`src/rtl/capture_ctrl.sv`:
```
// Acquisition controller: paces RAM queue writes, arms the trigger, counts post-trigger samples.
// Latency: all outputs registered; trigger in cycle n -> POST in n+1; final post write in n -> done pulse in n+1.
// Backpressure: none; sampling is free-running at 2^decimator clocks and only run/capture_done gate it.
module capture_ctrl #(
    parameter int ENTRIES = 384,
    parameter int LOG2    = 9
) (
    input  logic            clk,
    input  logic            rst_n,
    input  logic            run,
    input  logic            capture_done,
    input  logic [3:0]      decimator,
    input  logic [LOG2-1:0] trig_pos,
    input  logic            triggered,
    output logic            we,
    output logic [LOG2-1:0] waddr,
    output logic            armed,
    output logic            set_capture_done,
    output logic [LOG2-1:0] ram_addr
);

    localparam int CW = LOG2 + 1;
    localparam logic [LOG2-1:0] LAST = LOG2'(ENTRIES - 1);

    typedef enum logic [1:0] {IDLE, SAMPLE, POST, DONE} state_t;

    state_t          state, state_nxt;
    logic [15:0]     dec_cnt, dec_nxt, dec_max;
    logic [CW-1:0]   smpl_cnt, smpl_nxt, post_cnt, post_nxt, thr;
    logic [LOG2-1:0] waddr_nxt, ram_nxt, tp;
    logic            we_nxt, armed_nxt, done_nxt, active, active_nxt;

    assign tp      = (trig_pos > LAST) ? LAST : trig_pos;
    assign thr     = CW'(ENTRIES) - CW'(tp);
    assign dec_max = (16'd1 << decimator) - 16'd1;
    assign active  = (state == SAMPLE) || (state == POST);

    always_comb begin
        state_nxt = state;
        smpl_nxt  = smpl_cnt;
        post_nxt  = post_cnt;
        waddr_nxt = waddr;
        ram_nxt   = ram_addr;
        if (we)
            waddr_nxt = (waddr == LAST) ? '0 : waddr + 1'b1;

        case (state)
            IDLE: begin
                if (run && !capture_done) begin
                    state_nxt = SAMPLE;
                    waddr_nxt = '0;
                    smpl_nxt  = '0;
                    post_nxt  = '0;
                end
            end
            SAMPLE: begin
                if (we && (smpl_cnt < CW'(ENTRIES)))
                    smpl_nxt = smpl_cnt + 1'b1;
                if (!run) begin
                    state_nxt = IDLE;
                end else if (armed && triggered) begin
                    // The sample written in the trigger cycle is the first post-trigger sample
                    post_nxt  = CW'(we);
                    state_nxt = (CW'(we) >= CW'(tp)) ? DONE : POST;
                end
            end
            POST: begin
                post_nxt = post_cnt + CW'(we);
                if (!run)
                    state_nxt = IDLE;
                else if (we && (post_nxt >= CW'(tp)))
                    state_nxt = DONE;
            end
            DONE: begin
                if (!capture_done)
                    state_nxt = IDLE;
            end
            default: state_nxt = IDLE;
        endcase

        active_nxt = (state_nxt == SAMPLE) || (state_nxt == POST);

        // Counter restarts at 0 on SAMPLE entry so the first strobe lands in the first SAMPLE cycle
        dec_nxt = 16'd0;
        if (active && active_nxt)
            dec_nxt = (dec_cnt >= dec_max) ? 16'd0 : dec_cnt + 16'd1;

        we_nxt    = active_nxt && (dec_nxt == 16'd0);
        armed_nxt = active_nxt && (armed || (smpl_nxt >= thr));
        done_nxt  = (state_nxt == DONE) && (state != DONE);
        if (done_nxt)
            ram_nxt = waddr_nxt;
    end

    always_ff @(posedge clk or negedge rst_n) begin
        if (!rst_n) begin
            state            <= IDLE;
            dec_cnt          <= '0;
            smpl_cnt         <= '0;
            post_cnt         <= '0;
            waddr            <= '0;
            ram_addr         <= '0;
            we               <= 1'b0;
            armed            <= 1'b0;
            set_capture_done <= 1'b0;
        end else begin
            state            <= state_nxt;
            dec_cnt          <= dec_nxt;
            smpl_cnt         <= smpl_nxt;
            post_cnt         <= post_nxt;
            waddr            <= waddr_nxt;
            ram_addr         <= ram_nxt;
            we               <= we_nxt;
            armed            <= armed_nxt;
            set_capture_done <= done_nxt;
        end
    end

endmodule

```
`config.mk`:
```
export PLATFORM = sky130hd
export DESIGN_NAME = capture_ctrl
export DESIGN_NICKNAME = d
export VERILOG_FILES = /design/src/rtl/capture_ctrl.sv
export SDC_FILE = /design/constraint.sdc
export NUM_CORES = 1
export LEC_CHECK = 0
export ABC_AREA = 1
export CAP_MARGIN = 20
export CORE_ASPECT_RATIO = 0.75
export CORE_UTILIZATION = 54
export CTS_BUF_LIST = sky130_fd_sc_hd__clkbuf_8
export CTS_CLUSTER_DIAMETER = 100
export DETAILED_ROUTE_END_ITERATION = 16
export PLACE_DENSITY = 0.78
export SYNTH_ARGS = -nofsm -noshare
export SYNTH_HDL_FRONTEND = slang
export SYNTH_SLANG_ARGS = --single-unit
```
`constraint.sdc`:
```
create_clock -name clk -period 3.1 [get_ports clk]
set_input_delay 0.775 -clock clk [delete_from_list [all_inputs] [get_ports clk]]
set_output_delay 0.775 -clock clk [all_outputs]
set_load 0.02 [all_outputs]
```
# Yosys cells after proc, flatten, opt, wreduce, memory -nomap -nowiden
# Index checks and enable logic that the tools add are counted.
[totals]
reg_bits = 59
latchBits = 0
mem_bits_rw = 0
romBits = 0
in_bits = 18
output_inout_bits = 21
elab_cells = 71
memories = 0
[classes]
n_addsub = 6
multipliers = 0
n_div = 0
magnitude_cmp = 6
eq_ne = 11
shifts = 1
mux = 22
bitwise_logic = 0
n_reduce_logical = 16
[op_table]
columns = ["operator", "count"]
rows = [
  ["2-to-1 mux 10 bit", 5],
  ["2-to-1 mux 9 bit", 5],
  ["2-to-1 mux 16 bit", 2],
  ["case mux 10 bit (3 select lines)", 1],
  ["case mux 10 bit (2 select lines)", 1],
  ["adder 16 x 1 -> 16 bit, second input constant", 1],
  [">= comparator 16 bit", 1],
  ["zero test 16 bit", 1],
  ["left shift 1 x 4 -> 16 bit, first input constant", 1],
  ["subtractor 16 x 1 -> 16 bit, second input constant", 1],
  ["2-to-1 mux 2 bit", 6],
  ["adder 10 x 1 -> 10 bit", 1],
  ["adder 10 x 1 -> 10 bit, second input constant", 1],
  [">= comparator 10 bit", 1],
  [">= comparator 10 x 9 -> 1 bit", 1],
  ["less-than comparator 10 x 9 -> 1 bit, second input constant", 1],
  ["subtractor 9 x 9 -> 10 bit, first input constant", 1],
  ["adder 9 x 1 -> 9 bit, second input constant", 1],
  ["equality test 9 bit, second input constant", 1],
  [">= comparator 1 x 9 -> 1 bit", 1],
  ["greater-than comparator 9 bit, second input constant", 1],
  ["equality test 2 bit, second input constant", 4],
  ["logical AND 1 bit", 8],
  ["case mux 2 bit (4 select lines)", 1],
  ["other kinds (9)", 14],
]

# Depth between registers and ports, before layout
# Gate-level depths: netlist of run 1.
[logic_depth]
ltp_word = 13
depth_mapped = 30
mapped_depth_nobuf = 29

# Least setup slack after synthesis of run 1
# No wires, ideal clock.
[synth_path]
kind = "reg-to-reg"
from = "reg we"
to = "reg we"
t_arrival_ps = 3395
required_time_ps = 3029
path_slack_ps = -366
stages_incl_launch_ff = 29
period_less_slack_ps = 3466
cell_sequence = "dfrtp_1 ha_1 nand2_1 nor2_1 nand3_1 xor2_1 ha_1 a21o_1 nor2_1 nand2_1 nand2_1 nand2_1 nand2_1 nand2_1 nand2_1 nand2_1 nand2_1 nand2_1 nand2_1 nand2_1 ha_1 nand2_1 clkbuf_1 nor2_1 o21ai_0 nand2_1 nor2_1 nand2_1 nor2_1"
[synth_between]
elab_chain_len = 12
elab_cells_between_ends = 17
classes_between = "add/sub (1); order compare (2); eq/ne (2); mux (7); reduce/logical (5)"
[synth_rtl]
columns = ["item", "line_no", "rtl"]
rows = [
  ["start, declared", "15", "output logic we,"],
  ["start signal, assigned", "113", "we <= we_nxt;"],
  ["adder 10 x 1 -> 10 bit", "68", "post_nxt = post_cnt + CW'(we);"],
  [">= comparator 10 x 9 -> 1 bit", "71", "else if (we && (post_nxt >= CW'(tp)))"],
  ["logical AND 1 bit (*)", "71", ""],
  ["2-to-1 mux 2 bit (*)", "71", ""],
  ["2-to-1 mux 2 bit (*)", "69", "if (!run)"],
  ["case mux 2 bit (4 select lines) (*)", "47", "case (state)"],
  ["net state_nxt[1]", "27", "state_t state, state_nxt;"],
  ["equality test 2 x 1 -> 1 bit / equality test 2 bit (equally long branches)", "81", "active_nxt = (state_nxt == SAMPLE) || (state_nxt == POST);"],
  ["logical OR 1 bit (*)", "81", ""],
  ["logical AND 1 bit", "85", "if (active && active_nxt)"],
  ["2-to-1 mux 16 bit", "85", ""],
  ["zero test 16 bit", "88", "we_nxt = active_nxt && (dec_nxt == 16'd0);"],
  ["logical AND 1 bit (*)", "88", ""],
  ["net we_nxt", "31", "logic we_nxt, armed_nxt, done_nxt, active, active_nxt;"],
]
# The timed path passes the listed nets; every way through them passes the cells marked *.
# A chain may end at the register's enable or synchronous reset.

# Final worst setup path of run 1
# Same ends and word-level chain as after synthesis.

==> results of run 1 <==
[state kept, by name, summed over array words and instances (netlist names)]
| register | flops |
|---|---|
| post_cnt | 10 |
| armed | 1 |
| we | 1 |
| ram_addr | 9 |
| smpl_cnt | 10 |
| dec_cnt | 16 |
| state | 2 |
| set_capture_done | 1 |
| waddr | 9 |
[synthesized netlist by cell type]
cell / count / share of area
sky130_fd_sc_hd__xnor2_1: 11 / 0.022
sky130_fd_sc_hd__inv_4: 1 / 0.0014
sky130_fd_sc_hd__nand4_1: 8 / 0.011
sky130_fd_sc_hd__nand2_2: 2 / 0.0029
sky130_fd_sc_hd__o21ai_0: 33 / 0.038
sky130_fd_sc_hd__clkbuf_1: 4 / 0.0034
sky130_fd_sc_hd__nor2_2: 4 / 0.0057
sky130_fd_sc_hd__nand3_2: 4 / 0.0092
sky130_fd_sc_hd__nor3_4: 3 / 0.011
sky130_fd_sc_hd__dfrtp_1: 59 / 0.34
sky130_fd_sc_hd__nor4_1: 4 / 0.0057
sky130_fd_sc_hd__a21oi_2: 1 / 0.0020
sky130_fd_sc_hd__nand2_1: 142 / 0.12
sky130_fd_sc_hd__nor3b_2: 1 / 0.0029
sky130_fd_sc_hd__a32o_1: 1 / 0.0023
sky130_fd_sc_hd__a22oi_1: 1 / 0.0017
sky130_fd_sc_hd__nor2_1: 72 / 0.062
sky130_fd_sc_hd__buf_6: 1 / 0.0026
sky130_fd_sc_hd__inv_2: 5 / 0.0043
sky130_fd_sc_hd__a31oi_1: 3 / 0.0043
sky130_fd_sc_hd__o31ai_4: 1 / 0.0049
sky130_fd_sc_hd__a211oi_1: 1 / 0.0017
sky130_fd_sc_hd__o32ai_1: 1 / 0.0020
sky130_fd_sc_hd__o22ai_1: 7 / 0.010
sky130_fd_sc_hd__a21o_2: 1 / 0.0020
sky130_fd_sc_hd__ha_1: 49 / 0.14
sky130_fd_sc_hd__buf_4: 1 / 0.0017
sky130_fd_sc_hd__nor3b_1: 1 / 0.0017
sky130_fd_sc_hd__conb_1: 1 / 0.00086
sky130_fd_sc_hd__o21ai_1: 2 / 0.0023
sky130_fd_sc_hd__clkinv_1: 1 / 0.00086
sky130_fd_sc_hd__xor2_1: 19 / 0.038
sky130_fd_sc_hd__inv_1: 80 / 0.069
sky130_fd_sc_hd__nand3_1: 23 / 0.026
sky130_fd_sc_hd__nor3_1: 9 / 0.010
sky130_fd_sc_hd__a211o_1: 1 / 0.0020
sky130_fd_sc_hd__a21o_1: 2 / 0.0034
sky130_fd_sc_hd__nand3b_1: 2 / 0.0034
sky130_fd_sc_hd__a21oi_1: 21 / 0.024
sky130_fd_sc_hd__nor3_2: 1 / 0.0023
[path summary, 6_finish.rpt]
path,start,endpoint,slack (ns),cells after the start
max in group asynchronous,rst_n,post_cnt[3],2.38,2
min in group clk,ram_addr[7],ram_addr[7],0.48,2
worst max register to register,we,we,-0.53,25
worst min-delay path,rst_n,smpl_cnt[4],0.40,2
worst min register to register,ram_addr[7],ram_addr[7],0.48,2
worst max-delay path,we,we,-0.53,25
[through the flow]
stage	TNS [ns]	cell area, sq um	hold WS (ns)	total power [mW]
floorplan	-0.0715	4450	0.479	1.83
global placement	-10.71	5400	0.463	2.30
detailed placement	-13.49	5400	0.465	2.37
CTS	-0.750	5780	0.434	3.13
global route	-8.46	6080	0.429	3.66
finish	-6.36	6080	0.403	3.47
[cell type report]
| cell class | instances | area, sq um |
|---|---|---|
| Inverter | 87 | 334 |
| Fill cell | 508 | 1770 |
| Multi-Input combinational cell | 433 | 2890 |
| Sequential cell | 59 | 1480 |
| Clock inverter | 7 | 76.3 |
| Timing Repair Buffer | 118 | 1040 |
| Clock buffer | 9 | 124 |
| Tap cell | 105 | 131 |
[routing by layer]
metal  global-route usage  up-vias
met5                    0        -
met4                0.139        0
met3               0.0694       61
met2                0.500      237
met1                0.398     2222
li1                     -     2131
[layout by cell type, fill, tap and decap left out, types with 9 or more instances in the layout]
master                              n
sky130_fd_sc_hd__a21oi_1           15
sky130_fd_sc_hd__buf_4             70
sky130_fd_sc_hd__clkbuf_8           9
sky130_fd_sc_hd__clkdlybuf4s50_1   35
sky130_fd_sc_hd__dfrtp_1           57
sky130_fd_sc_hd__ha_1              43
sky130_fd_sc_hd__inv_1             74
sky130_fd_sc_hd__inv_2             10
sky130_fd_sc_hd__nand2_1          132
sky130_fd_sc_hd__nand2_2            9
sky130_fd_sc_hd__nand3_1           21
sky130_fd_sc_hd__nor2_1            45
sky130_fd_sc_hd__nor2_2            22
sky130_fd_sc_hd__nor2_4             9
sky130_fd_sc_hd__o21ai_0           22
sky130_fd_sc_hd__o21ai_1           11
sky130_fd_sc_hd__xnor2_1           11
sky130_fd_sc_hd__xor2_1            15
[repair_timing]
| item | in CTS | in global routing |
|---|---|---|
| hold buffers | 0 | 0 |
| resized for setup | 32 | 63 |
| buffers inserted | 9 | 11 |
| gates cloned | 0 | 2 |
| setup endpoints to repair | 26 | 28 |
| pin swaps | 20 | 27 |
[logic make-up (layout without fill, tap and decap cells)]
kind of cell,Yosys count,in the layout
and+or+nand+nor,276,276
buffers and inverters,93,221
AOI/OAI and AO/OA,76,76
DFF,59,59
adders and majority gates,49,49
xor gates and xnor gates,30,30
other,1,2
[power breakdown]
group | switching, mW | total [mW] | internal (mW)
clock network | 0.354 | 0.728 | 0.374
registers | 0.111 | 0.986 | 0.875
logic | 1.01 | 1.76 | 0.751
==> out/qor.log, run 1 <==
[outcome] result of the run finished, violations left
[outcome] violations in the final reports setup timing
[layout] Net count, final 775
[route] total number of vias 4651
[layout] count of placed standard cells in the final layout, fillers left out 818
[worst_setup_path] Critical Path End Type flop
[global_routing] wire length of the first global-routing pass 20.3 mm
[layout] layout overhead on the synthesized area 39.2%
[sta] fin crit period 3.63 ns
[synth] multiplexer area fraction after synthesis 0
[route] routed len/inst 17.2 microns
[worst_setup_path] peak per-stage delay on the critical path 0.45 ns
[synth] Synth Area in Adders 0.140
[route] uppermost metal layer occupied by signal nets met4
[worst_setup_path] critical path data arrival time 3.88 ns
[floorplanning] die width 106 microns
[floorplanning] core region area 7850 sq um
[global_routing] via count of the first global-routing pass 4442
[layout] final cell utilization of the core 0.775
[floorplanning] area of the die 8460 sq um
[pwr] Power Dens Cells 571 nW/um^2
[floorplanning] Die Ht 79.9 microns
[floorplanning] number of core rows 28
[job] maximum capacitance violations 0
[synth] area of the mapped netlist 4370 sq um
[synth] average cell area after synthesis 7.48 sq um
[sta] final setup violation count 28
[placement] number of placed cells counting well taps 783
[synth] xor and xnor area share after synthesis 0.0602
[clock_network] total clock buffers created by CTS 9
[worst_setup_path] critical path's top delay family simple AND/OR/NAND/NOR gates
[synth] sequential-to-total area share from yosys stat 0.338
[sta] crit path setup slack, layout -0.525 ns
[route] total detailed-routing wirelength 14.1 mm
[sta] max frequency 0.276 GHz
[floorplanning] Initial Util 0.557
[route] routed length on met3 989 microns
[synth] area share of and/or/nand/nor cells after synthesis 0.277
[clock_network] buffers from clock root to sink, at most 2
[synth] Yosys cell types 40
[worst_setup_path] master of the slowest instance on the critical path sky130_fd_sc_hd__dfrtp_2
[worst_setup_path] dominant cell type by count on the critical path sky130_fd_sc_hd__nand2_1
[worst_setup_path] Max Fanout on Critical Path 8
[synth] compound-cell area share of the yosys netlist 0.101
[synth] post-synthesis instance total 584
[route] DRT antenna net count 0
[clock_network] number of sinks handled by clock tree synthesis 59
[pwr] leakage power summed over all cells 3.00 nW
[route] average vias per placed instance 5.69
[sta] RSZ-0062 raised after global routing true
[route] iteration count of the initial detailed-routing pass 5
[sta] post-route clock skew 0.0105 ns
[hold_path] worst min-delay path category in -> async
[placement] setup slack at placement -0.760 ns
[clock_network] clock root cell sky130_fd_sc_hd__clkbuf_8
[synth] main combinational cell family by area after synthesis simple AND/OR/NAND/NOR gates
[floorplanning] Ports 39
[clock_network] clock-pin transition on the worst setup and hold timing paths 0.08 ns
[route] violation count after the first detailed-route iteration 376
[worst_setup_path] startpoint type of the worst setup path flop
[global_routing] largest net degree at the start of global routing 60
[global_routing] overall global routing resource usage 0.309
[global_routing] antenna violations before repair 0
[sta] pins over their slew limit 0
[route] DRC violations left 0
[route] Met2 Wirelength 6.76 mm
[placement] Port-buffer cells 38
[clock_network] clock latency reported for the late side of the worst-skew pair 0.36 ns
[route] met1 wire length 5.82 mm
[worst_setup_path] crit path kind reg -> reg
[layout] share of cells above drive strength 1 0.271
[clock_network] H-Tree Depth 3
[layout] antenna diode instance count 0
[sta] share of the cycle needed by the critical path after routing 1.17
[placement] post-detail-place hpwl 8.75 mm
[global_routing] global route total overflow 0
[sta] final hold violation count 0
[clock_network] CTS tree done
[placement] routability congestion estimate 0.923
[synth] register bit total from synthesis 59
[pwr] maximum VDD drop 0.530 mV
[worst_setup_path] Buf+Inv Stages, Crit Path 4
[worst_setup_path] endpoint required time on the critical path 3.36 ns
[synth] Syn. warnings 0
Note: power is estimated with default switching activity, not from simulation.
==> inputs of run 2 (changes only) <==
--- a/config.mk
+++ b/config.mk
@@ -12,6 +12,7 @@
 export CTS_BUF_LIST = sky130_fd_sc_hd__clkbuf_8
 export CTS_CLUSTER_DIAMETER = 100
 export DETAILED_ROUTE_END_ITERATION = 16
+export GPL_TIMING_DRIVEN = 0
 export PLACE_DENSITY = 0.78
 export SYNTH_ARGS = -nofsm -noshare
 export SYNTH_HDL_FRONTEND = slang
==> constraint.sdc (replaced) <==
create_clock -name clk -period 3 [get_ports clk]
set_input_delay 0.75 -clock clk [delete_from_list [all_inputs] [get_ports clk]]
set_output_delay 0.75 -clock clk [all_outputs]
set_load 0.02 [all_outputs]
==> run 2 against run 1 <==
Effect of this change:
- the flow still finishes with violations (setup timing)
- cell count down 6.0%
- critical path depth is 4 higher
- worst setup slack got worse by 0.027 ns
- register-to-register slack got worse by 0.03 ns
- highest routed layer unchanged
- critical path type unchanged
- count of clock-buffer cells in the layout rose by 1
- critical endpoint unchanged
==> out/qor.log, run 2 (synthesis results as in run 1) <==
[floorplanning] core region area 7850 sq um
[pwr] maximum VDD drop 0.572 mV
[worst_setup_path] Critical Path End Type flop
[placement] Port-buffer cells 37
[sta] max frequency 0.282 GHz
[sta] fin crit period 3.55 ns
[global_routing] antenna violations before repair 0
[clock_network] buffers from clock root to sink, at most 2
[floorplanning] Ports 39
[worst_setup_path] endpoint required time on the critical path 3.24 ns
[route] DRT antenna net count 0
[route] iteration count of the initial detailed-routing pass 5
[sta] share of the cycle needed by the critical path after routing 1.18
[worst_setup_path] master of the slowest instance on the critical path sky130_fd_sc_hd__dfrtp_2
[sta] final setup violation count 28
[floorplanning] number of core rows 28
[layout] Largest Register dec_cnt
[placement] routability congestion estimate 0.847
[worst_setup_path] critical path data arrival time 3.80 ns
[outcome] result of the run finished, violations left
[pwr] leakage power summed over all cells 2.74 nW
[layout] final cell utilization of the core 0.707
[clock_network] number of sinks handled by clock tree synthesis 59
[sta] worst relative slew slack 0.548
[worst_setup_path] Max Fanout on Critical Path 7
[layout] commonest cells after routing, fill and taps aside sky130_fd_sc_hd__nand2_1 (136), sky130_fd_sc_hd__inv_1 (78), sky130_fd_sc_hd__dfrtp_1 (58)
[worst_setup_path] crit path kind reg -> reg
[floorplanning] Die Ht 79.9 microns
[sta] post-route setup TNS -6.60 ns
[layout] layout overhead on the synthesized area 27.0%
[sta] pins over their slew limit 0
[floorplanning] area of the die 8460 sq um
[placement] setup slack at placement -1.15 ns
[worst_setup_path] startpoint type of the worst setup path flop
[route] total number of vias 4083
[clock_network] H-Tree Depth 3
[clock_network] total clock buffers created by CTS 9
[route] DRC violations left 0
[placement] post-detail-place hpwl 7.92 mm
[sta] crit path setup slack, layout -0.552 ns
[floorplanning] Initial Util 0.557
[layout] antenna diode instance count 0
[route] total detailed-routing wirelength 11.3 mm
[sta] post-route clock skew 0.00989 ns
[layout] leading cell type in the layout, fill and taps excluded sky130_fd_sc_hd__nand2_1
[clock_network] clock root cell sky130_fd_sc_hd__clkbuf_8
[worst_setup_path] peak per-stage delay on the critical path 0.44 ns
[sta] final hold violation count 0
[global_routing] global route total overflow 0
[layout] Net count, final 726
[route] routed len/inst 14.6 microns
[worst_setup_path] reg-to-reg startpoint we
[global_routing] largest net degree at the start of global routing 34
[clock_network] CTS tree done
[hold_path] worst min-delay path category in -> async
[layout] max FFs per register 16
[global_routing] overall global routing resource usage 0.273
[route] violation count after the first detailed-route iteration 312
[clock_network] clock latency reported for the late side of the worst-skew pair 0.35 ns
[outcome] violations in the final reports setup timing
[job] maximum capacitance violations 0
[sta] worst slew pin tran 0.678 ns
[clock_network] clock-pin transition on the worst setup and hold timing paths 0.08 ns
[pwr] Power Dens Cells 608 nW/um^2
[global_routing] wire length of the first global-routing pass 18.1 mm
[floorplanning] die width 106 microns
[global_routing] via count of the first global-routing pass 3915
[layout] Largest regs dec_cnt x16, post_cnt x10, smpl_cnt x10
[worst_setup_path] dominant cell type by count on the critical path sky130_fd_sc_hd__nand2_1
[sta] RSZ-0062 raised after global routing true
[layout] share of cells above drive strength 1 0.170
[route] average vias per placed instance 5.31
[worst_setup_path] crit path from we
==> run 2: changes by cell type in the layout (fill, tap and decap cells not counted), sizes merged <==
cell | previous run | this run
dlymetal6s2s | 0 | 1
inv | 88 | 89
clkdlybuf4s50 | 35 | 33
clkbuf | 10 | 14
clkinv | 3 | 1
buf | 80 | 28
clkinvlp | 2 | 3
==> run 2: path summary, 6_finish.rpt <==
check | endpoint | slack, ns | cells after the start
max in group asynchronous | dec_cnt[1] | 1.95 | 2
worst min-delay path | post_cnt[3] | 0.43 | 1
worst min register to register | ram_addr[4] | 0.49 | 2
worst max-delay path | we | -0.55 | 29
min in group clk | ram_addr[4] | 0.49 | 2
worst max register to register | we | -0.55 | 29
==> run 2: area by class of cell <==
cell class,count,area (sq um)
Multi-Input combinational cell,433,2750
Fill cell,637,2300
Sequential cell,59,1480
Timing Repair Buffer,62,584
Inverter,87,337
Clock buffer,10,138
Tap cell,105,131
Clock inverter,6,65.1
Buffer,6,60.1
Timing Repair inverter,1,6.26
==> run 2: timing repair <==
item | in CTS | in global routing
gates resized for setup | 37 | 20
setup buffers | 18 | 5
setup endpoints to repair | 28 | 28
cloned | 0 | 2
hold buffers | 0 | 0
pin swaps | 19 | 12
==> run 2: critical path, delay by kind of cell (launching register included) <==
| kind | cells | cell delay, ns |
|---|---|---|
| buf+inv | 3 | 0.35 |
| simple gates | 18 | 1.38 |
| compound gates | 4 | 0.36 |
| fa+ha+maj | 4 | 0.93 |
| flops | 1 | 0.44 |
==> run 2: per-layer routing <==
| layer | global-route usage | part of all wire | up-vias |
|---|---|---|---|
| met5 | 0 | 0 | - |
| met2 | 0.435 | 0.45 | 108 |
| met3 | 0.0645 | 0.055 | 15 |
| met4 | 0.0764 | 0.0084 | 0 |
| li1 | - | - | 2035 |
| met1 | 0.370 | 0.48 | 1925 |
==> run 2: per-stage QoR <==
stage                     area (sq um)  std cells  hold WS, ns  total power, mW
final                             5550        769        0.428             3.37
after global routing              5550        769        0.462             3.57
after CTS                         5440        762        0.439             3.27
after detailed placement          4960        728        0.464             2.30
after global placement            4950        727        0.463             2.24
after floorplan                   4450        585        0.454             1.89
==> run 2: report_power, final <==
group | switching, mW | internal (mW)
combinational | 0.937 | 0.672
clock | 0.346 | 0.406
sequential | 0.109 | 0.905
total | 1.39 | 1.98
